`src/rtl/wb_arbiter.sv`:
```
// wb_arbiter: round-robin arbiter that lets the icache and dcache Wishbone
// masters share one L2 slave port. The granted master's bus is passed straight
// through and ack is returned combinationally. One idle cycle follows every
// transfer, whether it completed or was aborted.
// Optional build macro WB_ARBITER_STATS_EN adds the grant and conflict counters.
// Without the macro, stat_* are tied to zero and no counter flops exist.
module wb_arbiter #(
  parameter int unsigned ADDR_W = 12,
  parameter int unsigned DATA_W = 128,
  parameter int unsigned SEL_W  = DATA_W / 8
) (
  input  logic              clk,
  input  logic              rst_n,
  // icache side
  input  logic              i_cyc,
  input  logic              i_stb,
  input  logic              i_we,
  input  logic [ADDR_W-1:0] i_adr,
  input  logic [SEL_W-1:0]  i_sel,
  input  logic [DATA_W-1:0] i_dat_m,
  output logic [DATA_W-1:0] i_dat_s,
  output logic              i_ack,
  // dcache side
  input  logic              d_cyc,
  input  logic              d_stb,
  input  logic              d_we,
  input  logic [ADDR_W-1:0] d_adr,
  input  logic [SEL_W-1:0]  d_sel,
  input  logic [DATA_W-1:0] d_dat_m,
  output logic [DATA_W-1:0] d_dat_s,
  output logic              d_ack,
  // L2 side
  output logic              l2_cyc,
  output logic              l2_stb,
  output logic              l2_we,
  output logic [ADDR_W-1:0] l2_adr,
  output logic [SEL_W-1:0]  l2_sel,
  output logic [DATA_W-1:0] l2_dat_m,
  input  logic [DATA_W-1:0] l2_dat_s,
  input  logic              l2_ack,
  // statistics
  output logic [31:0]       stat_i_grants,
  output logic [31:0]       stat_d_grants,
  output logic [31:0]       stat_conflicts
);

  localparam int unsigned CNT_W = 32;

  typedef enum logic [1:0] {
    IDLE  = 2'd0,
    GNT_I = 2'd1,
    GNT_D = 2'd2
  } state_t;

  // last_grant encoding: 0 = icache, 1 = dcache
  localparam logic LG_I = 1'b0;
  localparam logic LG_D = 1'b1;

  state_t state, state_nx;
  logic   last_grant, last_grant_nx;
  logic   i_req, d_req;

  assign i_req = i_cyc & i_stb;
  assign d_req = d_cyc & d_stb;

  // Read data fans out to both masters; only the granted one sees ack.
  assign i_dat_s = l2_dat_s;
  assign d_dat_s = l2_dat_s;

  // State and round-robin pointer registers
  always_ff @(posedge clk or negedge rst_n) begin
    if (!rst_n) begin
      state      <= IDLE;
      last_grant <= LG_I;
    end else begin
      state      <= state_nx;
      last_grant <= last_grant_nx;
    end
  end

  // Next-state, grant selection and L2 bus steering
  always_comb begin
    state_nx      = state;
    last_grant_nx = last_grant;
    l2_cyc        = 1'b0;
    l2_stb        = 1'b0;
    l2_we         = 1'b0;
    l2_adr        = '0;
    l2_sel        = '0;
    l2_dat_m      = '0;
    i_ack         = 1'b0;
    d_ack         = 1'b0;
    unique case (state)
      IDLE: begin
        // On contention, grant the master that did not win last time.
        if (i_req && d_req) begin
          if (last_grant == LG_I) begin
            state_nx      = GNT_D;
            last_grant_nx = LG_D;
          end else begin
            state_nx      = GNT_I;
            last_grant_nx = LG_I;
          end
        end else if (i_req) begin
          state_nx      = GNT_I;
          last_grant_nx = LG_I;
        end else if (d_req) begin
          state_nx      = GNT_D;
          last_grant_nx = LG_D;
        end
      end
      GNT_I: begin
        l2_cyc   = i_cyc;
        l2_stb   = i_stb;
        l2_we    = i_we;
        l2_adr   = i_adr;
        l2_sel   = i_sel;
        l2_dat_m = i_dat_m;
        i_ack    = l2_ack;
        // A dropped cyc (abort) or a completed transfer both end the grant.
        if (!i_cyc || l2_ack) state_nx = IDLE;
      end
      GNT_D: begin
        l2_cyc   = d_cyc;
        l2_stb   = d_stb;
        l2_we    = d_we;
        l2_adr   = d_adr;
        l2_sel   = d_sel;
        l2_dat_m = d_dat_m;
        d_ack    = l2_ack;
        if (!d_cyc || l2_ack) state_nx = IDLE;
      end
      default: state_nx = IDLE;
    endcase
  end

`ifdef WB_ARBITER_STATS_EN
  logic i_done, d_done, conflict;

  // An acked transfer counts only while the master still holds cyc.
  assign i_done   = (state == GNT_I) && i_cyc && l2_ack;
  assign d_done   = (state == GNT_D) && d_cyc && l2_ack;
  assign conflict = (state == IDLE) && i_req && d_req;

  // Free-running, wrapping event counters
  always_ff @(posedge clk or negedge rst_n) begin
    if (!rst_n) begin
      stat_i_grants  <= '0;
      stat_d_grants  <= '0;
      stat_conflicts <= '0;
    end else begin
      if (i_done)   stat_i_grants  <= stat_i_grants  + CNT_W'(1);
      if (d_done)   stat_d_grants  <= stat_d_grants  + CNT_W'(1);
      if (conflict) stat_conflicts <= stat_conflicts + CNT_W'(1);
    end
  end
`else
  assign stat_i_grants  = CNT_W'(0);
  assign stat_d_grants  = CNT_W'(0);
  assign stat_conflicts = CNT_W'(0);
`endif

endmodule

```
`config.mk`:
```
export PLATFORM = sky130hd
export DESIGN_NAME = wb_arbiter
export DESIGN_NICKNAME = d
export VERILOG_FILES = /design/src/rtl/wb_arbiter.sv
export SDC_FILE = /design/constraint.sdc
export NUM_CORES = 1
export LEC_CHECK = 0
export CAP_MARGIN = 20
export CELL_PAD_IN_SITES_DETAIL_PLACEMENT = 0
export CELL_PAD_IN_SITES_GLOBAL_PLACEMENT = 1
export CORE_AREA = 2 2 374 376
export DETAILED_ROUTE_END_ITERATION = 12
export DIE_AREA = 0 0 376 378
export PLACE_DENSITY = 0.45
export SYNTH_ARGS = -nofsm -noshare
export SYNTH_HDL_FRONTEND = slang
export SYNTH_SLANG_ARGS = --single-unit
```
`constraint.sdc`:
```
create_clock -name clk -period 1.7 [get_ports clk]
set_input_delay 0.425 -clock clk [delete_from_list [all_inputs] [get_ports clk]]
set_output_delay 0.425 -clock clk [all_outputs]
set_load 0.01 [all_outputs]
```
# Word-level counts from Yosys, hierarchy flattened
# Index checks and enable logic that the tools add are counted.
[totals]
ff_bits = 3
out_inout_bits = 513
[classes]
eq_ne = 5
mux = 19
bitwise_logic = 2
reduce_logical = 9
[ops]
columns = ["operator", "count"]
rows = [
  ["128-bit one-hot mux with 2 select lines", 1],
  ["16-bit one-hot mux with 2 select lines", 1],
  ["12-bit one-hot mux with 2 select lines", 1],
  ["2-bit two-way mux", 6],
  ["1-bit two-way mux", 6],
  ["1-bit one-hot mux with 2 select lines", 3],
  ["2-bit one-hot mux with 3 select lines", 1],
  ["2-bit != test, second input constant", 2],
  ["4-bit != test, second input constant", 1],
  ["3-bit AND reduction", 1],
  ["3-bit nonzero test", 1],
  ["1-bit AND", 2],
  ["2-bit by 1-bit == test with 1-bit output, second input constant", 1],
  ["2-bit == test, second input constant", 1],
  ["1-bit logical NOT", 2],
  ["2-bit logical NOT", 1],
  ["1-bit logical OR", 2],
  ["2-bit AND reduction", 1],
  ["1-bit logical AND", 1],
]

# Logic depth before layout (Yosys ltp)
# Gate-level depths: netlist of the first run.
[logic_depth]
word_depth = 5
mapped_depth = 7
ltp_nobuf = 5

# Worst setup path after synthesis of the first run
# Ideal clock, no wire load.
[synth_path]
path_kind = "register -> output"
startpoint = "register state[0]"
endpoint = "output l2_dat_m[100]"
arrival_time_ps = 1344
required_time_ps = 1275
setup_slack_ps = -69
stages_incl_launch_ff = 6
path_buffers = 2
path_cell_list = "dfrtp_1 > inv_1 > ha_1 > buf_2 > clkbuf_1 > nor2b_1"
[synth_between]
elab_chain_len = 2
word_cells_on_any_way = 3
classes_between = "2 x eq/ne; 1 x mux"
[synth_lines]
columns = ["item", "line", "text"]
rows = [
  ["from (decl)", "59", "state_t state, state_nx;"],
  ["from (signal assigned)", "76", "state <= state_nx;"],
  ["2-bit == test / 2-bit by 1-bit == test with 1-bit output (equally long branches)", "93", "unique case (state)"],
  ["128-bit one-hot mux with 2 select lines *", "93", ""],
  ["to (decl)", "38", "output logic [DATA_W-1:0] l2_dat_m,"],
]
# Mark *: on every way between the ends. The rest lies on a longest branch, timed or not.

# Worst setup path after layout of the first run
[layout_path]
startpoint = "register state[0]"
endpoint = "output l2_dat_m[29]"
# Same word-level chain as after synthesis.

==> impl_metrics.csv, run 1 <==
group,metric,value,unit
run_status,status,"complete, but fails checks",
run_status,violations,"setup timing",
grt,grt_max_degree,21,
clocking,numCtsBuffers,3,
critical_path,critPathLaunchType,"register",
grt,antenna_found_initial,17,
finish,fin_nets,1550,
logic_synthesis,synth_warnings,0,
detailed_routing,ant_nets,0,
placement,routabilityCongestion,0.724,
clocking,cts_tree,"built",
grt,grt_pass1_wl,91600,um
critical_path,arrival,2.01,ns
power_and_ir_drop,leakage,5.04,nW
critical_path,cp_top_family,"buffers and inverters",
critical_path,cp_common_cell,"buf_12",
finish,drive_above_1_share,58.2,%
clocking,clock_tree.root_cell,"clkbuf_16",
logic_synthesis,synth_seq_cells,3,
finish,fin_area,14900,um^2
sta,fin_crit,2.43,ns
clocking,holdBufCountCts,0,
power_and_ir_drop,ir_drop,0.866,mV
logic_synthesis,postSynthCellCount,746,
detailed_routing,drc,0,
min_path,hold_path_class,"in2async",
sta,slew_violations,0,
logic_synthesis,netlist_area,5320,um^2
sta,hold_viol,0,
clocking,cts.sinks,3,
die,rows,137,
sta,post-route-period-util,143,%
grt,grt_usage,10.4,%
finish,syn2layout_area_growth,180,%
power_and_ir_drop,powerDensity,1840,nW/um^2
detailed_routing,drt_iter0_markers,188,
critical_path,endpoint_kind,"output pin",
sta,setup_viol,163,
sta,max_freq,0.411,GHz
critical_path,crit_buf_inv,7,
sta,finalWorstSetupSlack,-0.732,ns
placement,port_buffers,481,
detailed_routing,drtPass1Iterations,5,
detailed_routing,vias_per_cell,2.25,
placement,placed_cell_area,11300,um^2
sta,grt_setup_unrepaired,"true",
die,fp.dieW,376,um
critical_path,worstPathMaxFanout,5,
grt,grt.overflow.total,0,
logic_synthesis,ys_seq_area_share,1.41,%
clocking,htree_levels,1,
die,ios,962,
die,dieArea,142000,um^2
sta,finClkSkew,0.00187,ns
clocking,cts_buffer_depth,2,
die,core_area,139000,um^2
detailed_routing,vias,6548,
power_and_ir_drop,power.total,27.4,mW
detailed_routing,routedWlPerCell,27.1,um
grt,grt_pass1_vias,6783,
detailed_routing,wl,78700,um
critical_path,path_cells,"inv_2 -> buf_6 -> ha_4 -> buf_12 -> buf_12 -> buf_12 -> buf_16 -> nor2b_4 -> buf_6",
critical_path,worstPathRequired,1.27,ns
run,maxCapViolCount,0,
placement,post-place-ws,-0.806,ns
die,die_h,378,um
sta,whs,0.390,ns
finish,fin_util,10.7,%
logic_synthesis,yosysUniqueCellTypes,21,
clocking,insertion_delay,0.23,ns
critical_path,crit_type,"reg2out",
logic_synthesis,syn_avg_cell_area,7.13,um^2
die,initial_utilization,3.84,%
critical_path,critPathMaxStageDelay,0.38,ns
placement,place_hpwl,60500,um
critical_path,cp_slowest_cell,"dfrtp_1",
clocking,clk_pin_slew,0.03,ns
## registers in the layout (all words and copies together) (netlist names)
signal and flops:
last_grant 1, state 2
## path summary, 6_finish.rpt
check / start / to / slack [ns] / cells past startpoint
worst min-delay path: rst_n / state[0] / 0.39 / 1
worst min register to register: last_grant / last_grant / 0.59 / 1
min in group clk: last_grant / last_grant / 0.59 / 1
worst max register to register: state[0] / state[0] / -0.10 / 9
worst max-delay path: state[0] / l2_dat_m[29] / -0.73 / 9
max in group asynchronous: rst_n / state[1] / 1.17 / 1
## layer usage
metal,GRT usage [%],vias to the layer above,share of wire (%)
met5,0.480,-,0.30
met4,0.815,22,0.97
met3,7.89,40,18
met2,16.3,623,44
met1,11.6,3050,37
li1,-,2813,-
## what timing repair did
| item | 4_1_cts | 5_1_grt |
|---|---|---|
| hold endpoints to repair | 0 | 0 |
| gates cloned | 35 | 5 |
| buffers inserted | 72 | 24 |
| resized for setup | 721 | 151 |
| endpoints found under the setup margin | 161 | 163 |
| pin swaps | 70 | 49 |
## cell type report
type / count / area [um^2]
Antenna cell: 3 / 7.51
Clock buffer: 4 / 78.8
Fill cell: 16000 / 124000
Inverter: 2 / 7.51
Multi-Input combinational cell: 431 / 4420
Sequential cell: 3 / 75.1
Tap cell: 1807 / 2260
Timing Repair Buffer: 657 / 8040
## metrics by stage
stage	std cells	TNS (ns)
after floorplan	841	-3.46
after global routing	2905	-103.41
after detailed placement	2787	-90.49
after global placement	2787	-90.93
final	2907	-93.34
after CTS	2896	-106.18
## cell usage after synthesis (all sizes together)
library cell	instances	area share, %
o22ai	2	0.24
a41oi	1	0.16
a2bb2oi	2	0.33
dfrtp	3	1.4
inv	2	0.14
ha	3	0.71
nor2b	159	19
a31oi	1	0.12
buf	388	53
nor2	1	0.070
nand4	1	0.12
conb	1	0.070
and2	2	0.24
a22oi	159	23
o2111ai	1	0.16
nand3	1	0.094
clkbuf	17	1.2
nand2	2	0.14
## layout by cell type, fill, tap and decap left out, types with 2 or more instances in the layout
cell type        instances
clkdlybuf4s50_1        320
a22oi_2                146
buf_6                  128
nor2b_4                118
conb_1                  96
buf_12                  85
buf_4                   37
buf_2                   33
buf_16                  29
nor2b_2                 25
buf_8                   19
nor2b_1                 16
a22oi_1                 12
clkbuf_16                7
diode_2                  3
ha_4                     3
dfrtp_1                  3
inv_2                    2
and2_1                   2
nand2_1                  2
a2bb2oi_2                2
o22ai_1                  2
bufbuf_16                2
## logic make-up after synthesis
kind of cell             count (synthesis)  share of synthesized area, %
adder cells (fa/ha/maj)                  3                         0.705
buffers and inverters                  407                          54.8
AND/OR/NAND/NOR                        166                          19.4
AO/OA/AOI/OAI                          166                          23.7
other                                    1                        0.0705
flip-flops                               3                          1.41
## worst reg2reg max path: stages (launching register included)
cell and delay (ns):
dfrtp_1 0.40, buf_6 0.13, ha_4 0.21, buf_12 0.15
buf_16 0.16, buf_8 0.15, a22oi_4 0.13, buf_6 0.13
a2bb2oi_2 0.12, o22ai_1 0.08
## power by group
| group | leakage, nW | switching, mW | total, mW | internal (mW) |
|---|---|---|---|---|
| clock network | 0.0382 | 0.0772 | 0.388 | 0.311 |
| registers | 0.0372 | 0.0355 | 0.143 | 0.107 |
| logic | 4.97 | 11.7 | 26.8 | 15.2 |
Note: power is estimated with default switching activity, not from simulation.
==> inputs of run 2 (changes only) <==
--- a/config.mk
+++ b/config.mk
@@ -8,10 +8,10 @@
 export CAP_MARGIN = 20
 export CELL_PAD_IN_SITES_DETAIL_PLACEMENT = 0
 export CELL_PAD_IN_SITES_GLOBAL_PLACEMENT = 1
-export CORE_AREA = 2 2 374 376
+export CORE_AREA = 2 2 380 382
 export DETAILED_ROUTE_END_ITERATION = 12
-export DIE_AREA = 0 0 376 378
-export PLACE_DENSITY = 0.45
+export DIE_AREA = 0 0 382 384
+export PLACE_DENSITY = 0.43
 export SYNTH_ARGS = -nofsm -noshare
 export SYNTH_HDL_FRONTEND = slang
 export SYNTH_SLANG_ARGS = --single-unit
==> constraint.sdc (replaced) <==
create_clock -name clk -period 2.8 [get_ports clk]
set_input_delay 0.7 -clock clk [delete_from_list [all_inputs] [get_ports clk]]
set_output_delay 0.7 -clock clk [all_outputs]
set_load 0.01 [all_outputs]
==> impl_metrics.csv, run 2 (synthesis results as in run 1) <==
group,metric,value,unit
run_status,status,"completed",
placement,place_hpwl,63400,um
power_and_ir_drop,combPwrFrac,96.9,%
power_and_ir_drop,switchingPower,5.09,mW
clocking,clock_tree.root_cell,"clkbuf_16",
sta,whs,0.573,ns
power_and_ir_drop,power.total,10.0,mW
critical_path,rr_startpoint,"state[1]",
min_path,worstHoldEndpoint,"last_grant",
power_and_ir_drop,clkPwrFrac,2.3,%
sta,grt_setup_unrepaired,"true",
die,rows,139,
clocking,numCtsBuffers,3,
critical_path,path_cells,"buf_6 -> ha_4 -> buf_12 -> buf_16 -> a22oi_2 -> buf_4 -> nor2b_1 -> buf_4 -> buf_12",
detailed_routing,drt_iter0_markers,293,
power_and_ir_drop,ir_drop,0.439,mV
power_and_ir_drop,internal-power,4.91,mW
grt,grt_max_degree,53,
grt,grt_usage,8.88,%
grt,grt.overflow.total,0,
finish,drive_above_1_share,23.6,%
grt,grt_pass1_vias,6001,
die,initial_utilization,3.73,%
finish,regMostFlops,"state",
min_path,hold_path_class,"reg2reg",
die,die_h,384,um
finish,fin_nets,1442,
finish,final.fill_count,16700,
finish,final_cell_mix,"clkdlybuf4s50_1 (324), a22oi_1 (138), nor2b_1 (113), conb_1 (96), buf_12 (73)",
clocking,cts_buffer_depth,2,
placement,port_buffers,481,
sta,finClkSkew,0.00298,ns
sta,fin_crit,2.79,ns
die,dieArea,147000,um^2
power_and_ir_drop,sw_frac_of_total,50.9,%
detailed_routing,vias,5990,
finish,final_common_cell,"clkdlybuf4s50_1",
sta,hold_viol,0,
critical_path,crit_buf_inv,6,
die,core_area,143000,um^2
sta,post-route-period-util,99.8,%
sta,slew_violations,0,
clocking,cts_tree,"built",
placement,routabilityCongestion,0.786,
die,ios,962,
critical_path,arrival,2.09,ns
detailed_routing,ant_nets,0,
critical_path,critPathLaunchType,"register",
min_path,hold_path_depth,1,
critical_path,cp_slowest_cell,"dfrtp_1",
critical_path,worstPathRequired,2.10,ns
critical_path,crit_type,"reg2out",
critical_path,worstPathMaxFanout,23,
critical_path,r2r_cells,7,
finish,largestRegisters,"state: 2 flops, last_grant: 1 flops",
critical_path,critPathMaxStageDelay,0.38,ns
critical_path,endpoint_kind,"output pin",
detailed_routing,routedWlPerCell,25.0,um
sta,setup_viol,0,
grt,antenna_found_initial,8,
detailed_routing,wl,72500,um
critical_path,cp_top_family,"buffers and inverters",
critical_path,r2r_end,"state[1]",
clocking,htree_levels,1,
critical_path,rrSetupSlack,1.02,ns
finish,syn2layout_area_growth,122,%
finish,largest_register_ffs,2,
run,maxCapViolCount,0,
min_path,min_from,"last_grant",
clocking,cts.sinks,3,
clocking,insertion_delay,0.22,ns
power_and_ir_drop,leakage,4.15,nW
finish,fin_util,8.27,%
detailed_routing,vias_per_cell,2.07,
sta,max_freq,0.358,GHz
detailed_routing,drc,0,
clocking,clk_pin_slew,0.03,ns
grt,grt_pass1_wl,81400,um
detailed_routing,drtPass1Iterations,4,
power_and_ir_drop,pwr-share-seq,0.8,%
die,fp.dieW,382,um
power_and_ir_drop,powerDensity,847,nW/um^2
## run 2: metal layers
metal  share of wire [%]  GRT usage (%)  vias to the layer above
met5               0.046              0                        -
met4                0.49          0.437                        4
met3                  19           7.86                       26
met2                  45           14.2                      637
met1                  35           9.07                     2751
li1                    -              -                     2572
## run 2: final cells by class
class / count / area (um^2) / area share, %
repair buffers: 549 / 6310 / 53.4
multi-input cells: 431 / 2950 / 24.9
well taps: 1903 / 2380 / 20.2
clock buffers: 4 / 78.8 / 0.667
flip-flops and latches: 3 / 75.1 / 0.636
diodes: 5 / 12.5 / 0.106
inverters: 2 / 7.51 / 0.0636
## run 2: worst max-delay path by stage
stage / start / endpoint / depth (start not counted)
floorplan: state[0] / l2_dat_m[100] / 5
global placement: d_dat_m[25] / l2_dat_m[25] / 5
detailed placement: d_dat_m[25] / l2_dat_m[25] / 5
CTS: state[1] / l2_adr[5] / 8
global route: state[0] / l2_dat_m[15] / 7
finish: state[1] / l2_dat_m[70] / 9
## run 2: power by group through the flow
stage / Sequential, mW / Combinational [mW] / Clock [mW]
3_5_place_dp: 0.0798 / 8.84 / 0
3_3_place_gp: 0.0793 / 8.87 / 0
4_1_cts: 0.0806 / 9.44 / 0.231
6_report: 0.0821 / 9.69 / 0.227
2_1_floorplan: 0.0766 / 3.62 / 0
5_1_grt: 0.0837 / 10.4 / 0.238
## run 2: metrics by stage
| stage | cells | setup TNS (ns) | setup WS, ns | instance area (um^2) |
|---|---|---|---|---|
| 6_report | 2897 | 0 | 0.00661 | 11800 |
| 5_1_grt | 2892 | -0.0481 | -0.0421 | 11800 |
| 4_1_cts | 2886 | -0.463 | -0.0952 | 11500 |
| 3_5_place_dp | 2876 | -0.585 | -0.183 | 11200 |
| 3_3_place_gp | 2876 | -0.621 | -0.167 | 11200 |
| 2_1_floorplan | 841 | 0 | 0.756 | 5680 |
## run 2: what timing repair did
| item | 4_1_cts | 5_1_grt |
|---|---|---|
| gates resized for setup | 76 | 77 |
| endpoints found under the setup margin | 109 | 77 |
| pin swaps | 0 | 3 |
| setup buffers | 2 | 2 |
| gates cloned | 4 | 4 |
| hold buffers | 0 | 0 |
